`config.mk`:
```
export PLATFORM = sky130hd
export DESIGN_NAME = pc_seq_unit
export DESIGN_NICKNAME = d
export VERILOG_FILES = /design/src/rtl/pc_seq_unit.sv
export SDC_FILE = /design/constraint.sdc
export NUM_CORES = 1
export LEC_CHECK = 0
export ABC_AREA = 1
export BUFFER_PORTS_ARGS = -buffer_cell sky130_fd_sc_hd__clkbuf_2
export CELL_PAD_IN_SITES_DETAIL_PLACEMENT = 0
export CELL_PAD_IN_SITES_GLOBAL_PLACEMENT = 1
export CORE_ASPECT_RATIO = 1.1
export CORE_MARGIN = 4
export CORE_UTILIZATION = 40
export DETAILED_ROUTE_END_ITERATION = 6
export PLACE_DENSITY_LB_ADDON = 0.08
export SYNTH_ARGS = -nofsm -noshare
export SYNTH_HDL_FRONTEND = slang
export SYNTH_SLANG_ARGS = --single-unit
```
`constraint.sdc`:
```
create_clock -name clk -period 8.85 [get_ports clk]
set_input_delay 0.4425 -clock clk [delete_from_list [all_inputs] [get_ports clk]]
set_output_delay 0.4425 -clock clk [all_outputs]
set_load 0.02 [all_outputs]
```
`src/rtl/pc_seq_unit.sv`:
```
// pc_seq_unit: fetch program counter with prioritised next-PC selection and a
// small circular return-address stack (RAS) for predicting `jr $ra`.
//
// Ports:
//   clk, rst              clock (rising edge), asynchronous active-high reset
//   pc_write              1 = PC may advance, 0 = stall (hold)
//   exc_valid             exception taken, load EXC_VECTOR (overrides stall)
//   redirect_valid/_pc    EX-stage mispredict correction (overrides stall)
//   jump_valid/_target    j/jal decoded in ID
//   call_push, ret_addr   push a return address onto the RAS
//   ret_pop               predicted return, next PC = RAS top
//   pc_out                current fetch PC
//   pc_plus_inc           pc_out + INC (combinational, wraps)
//   ras_top/empty/full    RAS status (ras_top is 0 when empty)
//   misalign_err          one-cycle pulse on an alignment trap
//
// Build option: define PC_ALIGN_CHECK_EN to trap misaligned next-PC values to
// EXC_VECTOR; when undefined misalign_err is tied to 0.

module pc_seq_unit #(
  parameter int unsigned       WIDTH        = 32,
  parameter logic [WIDTH-1:0]  RESET_VECTOR = 32'h0000_0000,
  parameter logic [WIDTH-1:0]  EXC_VECTOR   = 32'h8000_0180,
  parameter int unsigned       INC          = 4,
  parameter int unsigned       RAS_DEPTH    = 4
) (
  input  logic             clk,
  input  logic             rst,
  input  logic             pc_write,
  input  logic             exc_valid,
  input  logic             redirect_valid,
  input  logic [WIDTH-1:0] redirect_pc,
  input  logic             jump_valid,
  input  logic [WIDTH-1:0] jump_target,
  input  logic             call_push,
  input  logic [WIDTH-1:0] ret_addr,
  input  logic             ret_pop,
  output logic [WIDTH-1:0] pc_out,
  output logic [WIDTH-1:0] pc_plus_inc,
  output logic [WIDTH-1:0] ras_top,
  output logic             ras_empty,
  output logic             ras_full,
  output logic             misalign_err
);

  localparam int unsigned PTR_W = (RAS_DEPTH > 1) ? $clog2(RAS_DEPTH) : 1;
  localparam int unsigned CNT_W = PTR_W + 1;

  logic [WIDTH-1:0] pc_q, pc_d;
  logic [PTR_W-1:0] ptr_q, ptr_d;
  logic [CNT_W-1:0] cnt_q, cnt_d;
  logic [WIDTH-1:0] ras_q [RAS_DEPTH];
  logic [WIDTH-1:0] ras_d [RAS_DEPTH];

  logic [WIDTH-1:0] sel_pc;
  logic             ras_en;
  logic             pop_eff;
  logic             trap;

  assign pc_out      = pc_q;
  assign pc_plus_inc = pc_q + WIDTH'(INC);
  assign ras_empty   = (cnt_q == '0);
  assign ras_full    = (cnt_q == CNT_W'(RAS_DEPTH));
  assign ras_top     = ras_empty ? '0 : ras_q[ptr_q];

  // A pop only counts when the RAS has an entry and no jump outranks it.
  assign pop_eff = ret_pop && !jump_valid && !ras_empty;

  // Fixed-priority next-PC select.
  always_comb begin
    sel_pc = pc_plus_inc;
    if (exc_valid)           sel_pc = EXC_VECTOR;
    else if (redirect_valid) sel_pc = redirect_pc;
    else if (!pc_write)      sel_pc = pc_q;
    else if (jump_valid)     sel_pc = jump_target;
    else if (pop_eff)        sel_pc = ras_top;
  end

`ifdef PC_ALIGN_CHECK_EN
  logic misalign_q, misalign_d;

  assign trap         = (sel_pc[1:0] != 2'b00) && !exc_valid;
  assign misalign_d   = trap;
  assign misalign_err = misalign_q;

  always_ff @(posedge clk or posedge rst) begin
    if (rst) misalign_q <= 1'b0;
    else     misalign_q <= misalign_d;
  end
`else
  assign trap         = 1'b0;
  assign misalign_err = 1'b0;
`endif

  assign pc_d   = trap ? EXC_VECTOR : sel_pc;
  assign ras_en = pc_write && !exc_valid && !redirect_valid && !trap;

  // RAS update: push, pop, or replace-top when push and pop coincide.
  always_comb begin
    ptr_d = ptr_q;
    cnt_d = cnt_q;
    ras_d = ras_q;
    if (ras_en) begin
      if (call_push && pop_eff) begin
        ras_d[ptr_q] = ret_addr;
      end else if (call_push) begin
        ptr_d        = ptr_q + PTR_W'(1);
        ras_d[ptr_d] = ret_addr;
        if (!ras_full) cnt_d = cnt_q + CNT_W'(1);
      end else if (pop_eff) begin
        ptr_d = ptr_q - PTR_W'(1);
        cnt_d = cnt_q - CNT_W'(1);
      end
    end
  end

  // State registers.
  always_ff @(posedge clk or posedge rst) begin
    if (rst) begin
      pc_q  <= RESET_VECTOR;
      ptr_q <= '0;
      cnt_q <= '0;
      for (int i = 0; i < int'(RAS_DEPTH); i++) ras_q[i] <= '0;
    end else begin
      pc_q  <= pc_d;
      ptr_q <= ptr_d;
      cnt_q <= cnt_d;
      ras_q <= ras_d;
    end
  end

endmodule

```
## After elaboration in Yosys (flattened, before gate mapping)

Index checks and enable logic that the tools add are counted.

- Register bits after elaboration: 165
- Input bits: 104
- Output and inout port bits: 99

- Add/sub/neg operators: 5
- Magnitude comparators: 4
- Equality and inequality tests: 2
- Mux-type cells: 22
- Bitwise operators: 3
- Reductions and logical operators: 18

Operators by type and width:

| operator | count |
|---|---|
| 32-bit 2-to-1 mux | 10 |
| 128-bit bitwise mux | 2 |
| 128-bit 2-to-1 mux | 2 |
| 32-bit demux with 2-bit select | 2 |
| 32-bit binary-select mux with 2-bit select | 1 |
| 32-bit by 3-bit adder with 32-bit output, second input constant | 1 |
| 3-bit 2-to-1 mux | 3 |
| 1-bit logical AND | 7 |
| 3-bit greater-or-equal comparator, second input constant | 2 |
| 3-bit by 1-bit < comparator with 1-bit output, second input constant | 2 |
| 2-bit NOT with 3-bit output | 2 |
| 1-bit logical NOT | 4 |
| 2-bit 2-to-1 mux | 2 |
| 4-bit AND reduction | 1 |
| 2-bit nonzero test | 2 |
| 3-bit by 1-bit adder with 3-bit output, second input constant | 1 |
| 3-bit equality test, second input constant | 1 |
| 3-bit logical NOT | 1 |
| 3-bit AND reduction | 1 |
| 3-bit nonzero test | 1 |
| 3-bit by 1-bit subtractor with 3-bit output, second input constant | 1 |
| 2-bit by 1-bit adder with 2-bit output, second input constant | 1 |
| 2-bit inequality test, second input constant | 1 |
| 2-bit AND reduction | 1 |
| other kinds (2) | 2 |

## Depth between registers and ports, before layout

Gate-level depths: netlist of the first run.

- Depth after elaboration: 10
- Gate-level depth with buffers: 13
- Depth with buffers taken out: 12

## Worst setup path after synthesis of the first run

Ideal clock, no wire load.

- Kind: in2reg
- Start point: in jump_valid
- End point: reg ras_q[32] (netlist bit)
- Setup time: 0.123 ns
- Arrival: 2.119 ns
- Data required time: 8.727 ns
- Slack: 6.608 ns
- Cell stages on the path: 10
- Path through: buf_6 -> inv_4 -> nand2_4 -> nor2_8 -> buf_2 -> ha_1 -> inv_2 -> o211ai_4 -> buf_2 -> o21ai_1

- Cells in the longest elaborated chain, start to end: 6
- Elaborated cells between the ends (all ways): 7

Ends and longest elaborated chain:

| what | line | text |
|---|---|---|
| start, declared | 33 | `input logic jump_valid,` |
| 1-bit logical NOT * | 67 | `assign pop_eff = ret_pop && !jump_valid && !ras_empty;` |
| 1-bit logical AND * (2 in a row) | 67 |  |
| 1-bit logical AND * | 104 | `if (call_push && pop_eff) begin` |
| 2-bit nonzero test (no source line) | -- |  |
| 2-bit AND reduction (no source line) | -- |  |
| end signal, assigned | 128 | `ras_q <= ras_d;` |
| end, declared | 52 | `logic [WIDTH-1:0] ras_q [RAS_DEPTH];` |

Every way passes the cells marked *; elsewhere a longest branch is shown, timed or not.
A chain may end at the register's enable or synchronous reset.

## Worst setup path after layout of the first run

- Start point: reg ptr_q[0]
- End point: out ras_top[2]

- Cells in the longest elaborated chain, start to end: 5

Ends and longest elaborated chain:

| what | line | text |
|---|---|---|
| start, declared | 50 | `logic [PTR_W-1:0] ptr_q, ptr_d;` |
| start signal, assigned | 126 | `ptr_q <= ptr_d;` |
| 2-bit NOT with 3-bit output (implied by the code) | 64 | `assign ras_top = ras_empty ? '0 : ras_q[ptr_q];` |
| 32-bit binary-select mux with 2-bit select | 64 |  |
| 32-bit 2-to-1 mux (implied by the code) (2 in a row) | 64 |  |
| 32-bit 2-to-1 mux | 64 |  |
| end, declared | 40 | `output logic [WIDTH-1:0] ras_top,` |

Every way passes these cells. The select of a mux whose other input is x is not followed.

==> impl_metrics.ini, run 1 <==
[die]
die_y_microns = 169
start_util = 0.410
rows = 58
core_sq_um = 23100
ioPinCount = 203
die_w_microns = 155
die-area_sq_um = 26200

[global_routing]
antenna_found_initial = 2
grt_usage = 0.226
grt_pass1_wl_mm = 46.9
grt_overflow = 0
grt_pass1_vias = 8279
grt_max_degree = 105

[route]
dr.pass1.iters = 4
ant_nets = 0
drt_wl_total_mm = 29.7
topRoutingLayerUsed = met4
via_per_inst = 5.01
vias = 8788
wirelength_met1_mm = 13.8
wl_met3_mm = 1.49
drc_errors = 0
met2_length_mm = 14.0
wire_per_inst_microns = 16.9
initialDrtViolationCount = 429

[status]
status = finished, final reports clean

[job]
cap_violations = 0

[worst_setup_path]
reg2reg_slack_ns = 5.43
worst_ep_arrival_time_ns = 3.03
critPathLaunchType = flop
cp.required_ns = 8.41
cp_max_fo = 75
worstSetupPathType = flop to output pin
end_kind = output pin

[finish]
final_util = 0.482
layout.cells.non_filler = 1754
final_layout_size_suffix_gt1_frac = 0.220
fin_nets = 1554
syn2layout_area_growth_pct = 17.6
nFillCells = 2476

[synth]
yosysTopAreaCell = dfrtp_1
netlist.area_leader.share = 0.436
synth_warnings = 0
synth.avg_cell_area_sq_um = 7.39
synth_area_sq_um = 9460
synthCells = 1280
synth_area_leaders = dfrtp_1 44%, nand2_1 16%, o21ai_1 7.2%
async_reset_ff_frac = 1.00
ys_seq_elements = 165
yosysUniqueCellTypes = 44
seq_area_frac_synth = 0.436
synth-edff-count = 0
synth_nets = 1394
ys.flop_type = dfrtp_1

[sta]
setup_viol = 0
fin_worst_skew_ns = 0.0155
maxSlewViolCount = 0
rsz0062_at_grt = false
worst_pin_slew_ns = 1.09
period_share = 0.392
hold_violations = 0
relSlewSlack = 0.271
fin_crit_ns = 3.47
tns_ns = 0
fmax_mhz = 288

[placement]
dpl.hpwl_mm = 20.9
gp_congestion = 0.904
dp.cells = 1721
port_buffers = 201

[clock_network]
clk_pin_slew_ns = 0.08
clock-sinks = 165
cts_buffers = 17
post_cts_buffers = 0
cts_tree = done
root_buffer = clkbuf_16
clockBufferDepth = 2
cts_resized = 0
htree_levels = 4
cts_hold_buf = 0
insertion_delay_ns = 0.43

[power]
peakVddDrop_mv = 0.150
totalPowerFinal_mw = 3.51
p_leak_nw = 5.72
power.density_nw_per_um2 = 315

[worst_hold_path]
hold_path.class = primary input to asynchronous set/reset pin
## placed cells by master, fill, tap and decap left out, types with 8 or more instances in the layout
cell and count:
a21oi_1 34, buf_4 9, clkbuf_16 17, clkbuf_2 201, dfrtp_1 164, ha_1 9, inv_1 75, inv_2 12
nand2_1 395, nand2_2 8, nand3_1 47, nor2_1 161, nor2_2 11, o21a_1 11, o21ai_0 52, o21ai_1 136
o21ai_2 10, o22a_1 14, or2_2 12, xor2_1 12
## power by group
| group | total [mW] | internal, mW | switching (mW) | leakage, nW |
|---|---|---|---|---|
| clock network | 0.767 | 0.425 | 0.342 | 0.284 |
| registers | 1.20 | 1.03 | 0.165 | 2.11 |
| logic | 1.54 | 0.502 | 1.04 | 3.33 |
| total | 3.51 | 1.96 | 1.55 | 5.72 |
## cell type report
type                       instances  area, sq um  share of cell area
sequential                       165         4130               0.371
clock inverter                    13          161              0.0145
inverter                          90          348              0.0313
timing repair buffer             210         1070              0.0965
tap                              300          375              0.0337
multi-input combinational        956         4600               0.414
antenna                            2         5.00            0.000450
clock buffer                      18          429              0.0386
## registers in the layout, summed over array words and instances, names as in the netlist
signal	flops
ras_q	128
pc_out	32
cnt_q	3
ptr_q	2
## worst paths after layout
kind / from / to / depth (start not counted)
worst max-delay path: ptr_q[0] / ras_top[2] / 7
worst min-delay path: rst / ras_q[59] / 2
worst max register to register: ptr_q[0] / ras_q[19] / 8
worst min register to register: ras_q[69] / ras_q[69] / 2
max in group asynchronous: rst / ptr_q[0] / 3
min in group clk: ret_addr[28] / ras_q[92] / 3
## synth_stat cells (4+ instances only)
| library cell | n |
|---|---|
| nor2_2 | 11 |
| o21ai_1 | 136 |
| inv_1 | 76 |
| a21oi_1 | 34 |
| o21ai_2 | 10 |
| o22a_1 | 14 |
| nor3_1 | 5 |
| nand2_4 | 4 |
| ha_1 | 9 |
| o21ai_0 | 52 |
| nor2_4 | 5 |
| clkbuf_1 | 14 |
| dfrtp_1 | 165 |
| buf_4 | 7 |
| nor2_1 | 161 |
| or2_2 | 12 |
| nand3_1 | 47 |
| xor2_1 | 12 |
| nand2_2 | 8 |
| and2_1 | 4 |
| inv_2 | 12 |
| o21a_1 | 11 |
| buf_2 | 40 |
| nand2_1 | 395 |
## logic make-up (layout without fill, tap and decap cells)
logic type,Yosys count,count (layout),share of synthesized area
buffers and inverters,159,331,0.0770
DFF,165,165,0.436
AOI/OAI and AO/OA,266,266,0.161
adders and majority gates,10,10,0.0140
xor gates and xnor gates,15,15,0.0155
other,1,3,0.000396
and+or+nand+nor,664,664,0.295
## through the flow
step,worst slack [ns],hold slack (ns),instance area (sq um)
2_1_floorplan,3.95,0.450,9460
3_3_place_gp,5.47,0.462,10500
3_5_place_dp,5.43,0.464,10500
4_1_cts,5.36,0.273,11100
5_1_grt,5.06,0.312,11100
6_report,5.38,0.224,11100
## worst max-delay path: stages, from the launching register on
cell and delay (ns):
dfrtp_2 0.34, buf_4 0.61, inv_2 0.64, nor2_1 0.23, nor2_1 0.07, a21oi_1 0.35
nor2_1 0.14, clkbuf_2 0.20
## routing by layer
metal | global-route usage | vias up
met4 | 0.0526 | 0
li1 | - | 4421
met3 | 0.0342 | 19
met5 | 0 | -
met1 | 0.329 | 4124
met2 | 0.359 | 224
Note: power is estimated with default switching activity, not from simulation.
==> run 2: changes to the inputs <==
CORE_UTILIZATION = 36   (was 40)
clock period = 2.8 ns   (was 8.85 ns; I/O delays follow)
==> impl_metrics.ini, run 2 (synthesis gave the netlist of run 1 again) <==
[worst_hold_path]
hold_path.class = primary input to flop
hold_path_depth = 3
hold_end = ras_q[119]
hold_path_startpoint = ret_addr[23]

[placement]
gp_congestion = 0.902
port_buffers = 201
dp.cells = 1781
dpl.hpwl_mm = 22.5
place_ws_ns = 0.441

[die]
die_w_microns = 163
core_sq_um = 25600
ioPinCount = 203
rows = 61
die_y_microns = 178
die-area_sq_um = 28900
start_util = 0.370

[sta]
rsz0062_at_grt = false
relSlewSlack = 0.403
period_share = 0.887
fmax_mhz = 403
tns_ns = 0
worst_pin_slew_ns = 0.894
maxSlewViolCount = 0
hold_violations = 0
fin_worst_skew_ns = 0.0181
fin_crit_ns = 2.48
finalWorstSetupSlack_ns = 0.316
setup_viol = 0

[route]
initialDrtViolationCount = 540
dr.pass1.iters = 5
drt_wl_total_mm = 30.9
via_per_inst = 4.88
ant_nets = 0
wire_per_inst_microns = 16.9
drc_errors = 0
vias = 8888

[clock_network]
clk_pin_slew_ns = 0.07
cts_buffers = 17
insertion_delay_ns = 0.43
cts_resized = 0
post_cts_buffers = 0
clock-sinks = 165
cts_tree = done
root_buffer = clkbuf_16
cts_hold_buf = 8
clockBufferDepth = 2
htree_levels = 4

[global_routing]
grt-busiest-layer = met2
grt_overflow = 0
grt_usage = 0.216
use_met3 = 0.0342
grt_max_degree = 55
grt_use_met1 = 0.309
grt_use_met2 = 0.347
grt_pass1_wl_mm = 49.0
grt_pass1_vias = 8648
antenna_found_initial = 0

[finish]
fin_nets = 1576
final_common_cell = nand2_1
layout.cells.non_filler = 1822
regMostFlops = ras_q
largest_reg_flops = 128
nFillCells = 2720
syn2layout_area_growth_pct = 21.1
layout_common_cells = 395 x nand2_1, 201 x clkbuf_2, 164 x dfrtp_1
final_layout_size_suffix_gt1_frac = 0.227

[worst_setup_path]
end_kind = output pin
reg2reg_to = ras_q[3]
reg2reg_slack_ns = 0.41
worst_ep_arrival_time_ns = 2.34
r2r_cells = 10
timing.rr.start = cnt_q[1]
cp.required_ns = 2.66
cp_max_fo = 21
critPathLaunchType = flop
worstSetupPathType = flop to output pin

[power]
totalPowerFinal_mw = 11.2
switching_share = 0.448
clkPwrFrac = 0.211
p_leak_nw = 5.86
seqPwrFrac = 0.344
netSwitchingPower_mw = 4.99
power.density_nw_per_um2 = 974
peakVddDrop_mv = 0.426
combPwrFrac = 0.446
intPower_mw = 6.16

[job]
cap_violations = 0

[status]
status = finished, final reports clean
## run 2: cell types whose count changed in the layout (fill, tap and decap cells not counted), sizes merged
cell and change:
clkinv +4, diode -1, inv -1, bufinv -2, buf +14, dlygate4sd3 +8
## run 2: worst max path at each step
stage | start | endpoint | slack (ns) | cells after the start
3_3_place_gp | jump_valid | ras_q[10] | 0.52 | 10
3_5_place_dp | jump_valid | ras_q[3] | 0.44 | 10
4_1_cts | ptr_q[1] | ras_top[5] | 0.29 | 7
5_1_grt | ptr_q[1] | ras_top[6] | 0.13 | 7
6_report | ptr_q[1] | ras_top[5] | 0.32 | 7
2_1_floorplan | rst | cnt_q[0] | 0.56 | 1
## run 2: power by group through the flow
stage | Sequential (mW) | Combinational (mW) | Clock [mW]
global route | 3.96 | 5.56 | 2.51
finish | 3.83 | 4.97 | 2.35
global placement | 3.86 | 4.94 | 0
CTS | 3.83 | 5.03 | 2.41
floorplan | 3.77 | 3.35 | 0
detailed placement | 3.86 | 5.01 | 0
## run 2: final cells by class
type | count | area, sq um | area share
inverter | 90 | 347 | 0.0303
timing repair buffer | 232 | 1350 | 0.118
clock buffer | 18 | 439 | 0.0383
clock inverter | 14 | 154 | 0.0134
antenna | 1 | 2.50 | 0.000218
tap | 346 | 433 | 0.0378
multi-input combinational | 956 | 4600 | 0.402
sequential | 165 | 4130 | 0.361
## run 2: critical path, stage by stage, from the launching register on
cell and delay, ns:
dfrtp_1 0.38, buf_4 0.17, inv_2 0.37, buf_4 0.32, o21ai_0 0.11, o22a_1 0.25
nor2_1 0.11, clkbuf_2 0.18
## run 2: per-layer routing
layer  wire [microns]  vias up
met4              490        0
met5                0        -
met3             1590       24
met1            14500     4183
li1                 -     4474
met2            14300      207
## run 2: through the flow
| stage | cell area [sq um] | hold WS, ns | util |
|---|---|---|---|
| final | 11500 | 0.0117 | 0.448 |
| after global routing | 11500 | 0.00207 | 0.448 |
| after CTS | 11500 | 0.000547 | 0.448 |
| after detailed placement | 10800 | 0.351 | 0.422 |
| after global placement | 10800 | 0.346 | 0.422 |
| after floorplan | 9460 | 0.313 | - |
==> run 3: changes to the inputs <==
RECOVER_POWER = 50   (was unset)
==> impl_metrics.ini, run 3 (synthesis gave the netlist of run 1 again) <==
[status]
status = complete, but fails checks
violations = capacitance limit, slew limit

[worst_hold_path]
hold_path.class = primary input to flop
hold_path_startpoint = ret_addr[4]
hold_end = ras_q[68]
hold_path_depth = 3

[worst_setup_path]
cp_slowest_cell = dfrtp_1
cp_num_buf_inv = 4
cp_top_family = buffers and inverters
reg2reg_to = pc_out[4]
cp_max_fo = 21
cpMostUsedCell = buf_4
end_kind = output pin
reg2reg_slack_ns = 0.36
crit_chain = buf_4 > inv_2 > buf_4 > o21ai_0 > o22a_1 > nor2_1 > clkbuf_2
cp.required_ns = 2.66
critPathLaunchType = flop
cpPeakStageDelay_ns = 0.38
worst_ep_arrival_time_ns = 2.35
r2r_cells = 11
worstSetupPathType = flop to output pin
timing.rr.start = cnt_q[1]

[die]
start_util = 0.370
rows = 61
die_y_microns = 178
ioPinCount = 203
die-area_sq_um = 28900
die_w_microns = 163
core_sq_um = 25600

[finish]
final_layout_size_suffix_gt1_frac = 0.199
layout.cells.non_filler = 1822
final_common_cell = nand2_1
largest_reg_flops = 128
layout_common_cells = 395 x nand2_1, 164 x dfrtp_1, 164 x clkbuf_2
regMostFlops = ras_q
nFillCells = 2754
stdcell_area_sq_um = 11400
fin_nets = 1576
syn2layout_area_growth_pct = 20.1

[power]
p_leak_nw = 5.72
peakVddDrop_mv = 0.426
totalPowerFinal_mw = 11.1
power.density_nw_per_um2 = 979

[sta]
setup_viol = 0
period_share = 0.888
timing.hold.ws_ns = 0.0123
maxSlewViolCount = 35
fin_worst_skew_ns = 0.0201
rsz0062_at_grt = false
tns_ns = 0
worst_pin_slew_ns = 1.69
relSlewSlack = -0.132
hold_violations = 0
fin_crit_ns = 2.49
fmax_mhz = 402

[route]
vias = 8871
via_per_inst = 4.87
ant_nets = 0
dr.pass1.iters = 5
wire_per_inst_microns = 17.0
initialDrtViolationCount = 549
drt_wl_total_mm = 31.0
drc_errors = 0

[global_routing]
grt_max_degree = 55
grt_pass1_vias = 8648
grt_pass1_wl_mm = 49.0
grt_usage = 0.216
grt_overflow = 0
antenna_found_initial = 0

[clock_network]
cts_buffers = 17
root_buffer = clkbuf_16
cts_tree = done
cts_resized = 0
insertion_delay_ns = 0.43
clock-sinks = 165
post_cts_buffers = 0
clockBufferDepth = 2
cts_hold_buf = 8
htree_levels = 4
clk_pin_slew_ns = 0.08

[placement]
port_buffers = 201
dp.cells = 1781
gp_congestion = 0.902
placed_area_sq_um = 10800
dpl.hpwl_mm = 22.5

[job]
cap_violations = 1
-- run 3: how the worst max path moves through the flow --
stage	depth (start not counted)	slack [ns]	start	to
after floorplan	1	0.56	rst	cnt_q[0]
after global placement	10	0.52	jump_valid	ras_q[10]
after detailed placement	10	0.44	jump_valid	ras_q[3]
after CTS	7	0.29	ptr_q[1]	ras_top[5]
after global routing	7	0.12	ptr_q[1]	ras_top[6]
final	7	0.31	ptr_q[1]	ras_top[5]
-- run 3: per-layer routing --
metal  wire length [microns]  track usage
met1                   14500        0.309
met5                       0            0
met3                    1660       0.0342
met4                     432       0.0514
met2                   14400        0.347
-- run 3: where the power goes --
part           switching (mW)  internal [mW]
Clock                    1.13           1.22
Sequential              0.568           3.26
Combinational            3.29           1.65
Total                    4.98           6.13
-- run 3: worst min-delay path, delay by kind of cell --
kind                   cells  cell delay, ns
AOI/OAI and AO/OA          1            0.13
buffers and inverters      2            0.15
-- run 3: stage by stage --
step	setup slack [ns]	utilization
2_1_floorplan	0.561	-
3_3_place_gp	0.519	0.422
3_5_place_dp	0.441	0.422
4_1_cts	0.288	0.448
5_1_grt	0.116	0.444
6_report	0.313	0.444
-- run 3: layout make-up --
class                           count  area (sq um)  area share
Tap cell                          346           433      0.0381
Timing Repair Buffer              232          1270       0.112
Antenna cell                        1          2.50    0.000220
Sequential cell                   165          4130       0.364
Inverter                           90           344      0.0303
Clock inverter                     14           154      0.0135
Multi-Input combinational cell    956          4590       0.404
Clock buffer                       18           439      0.0387
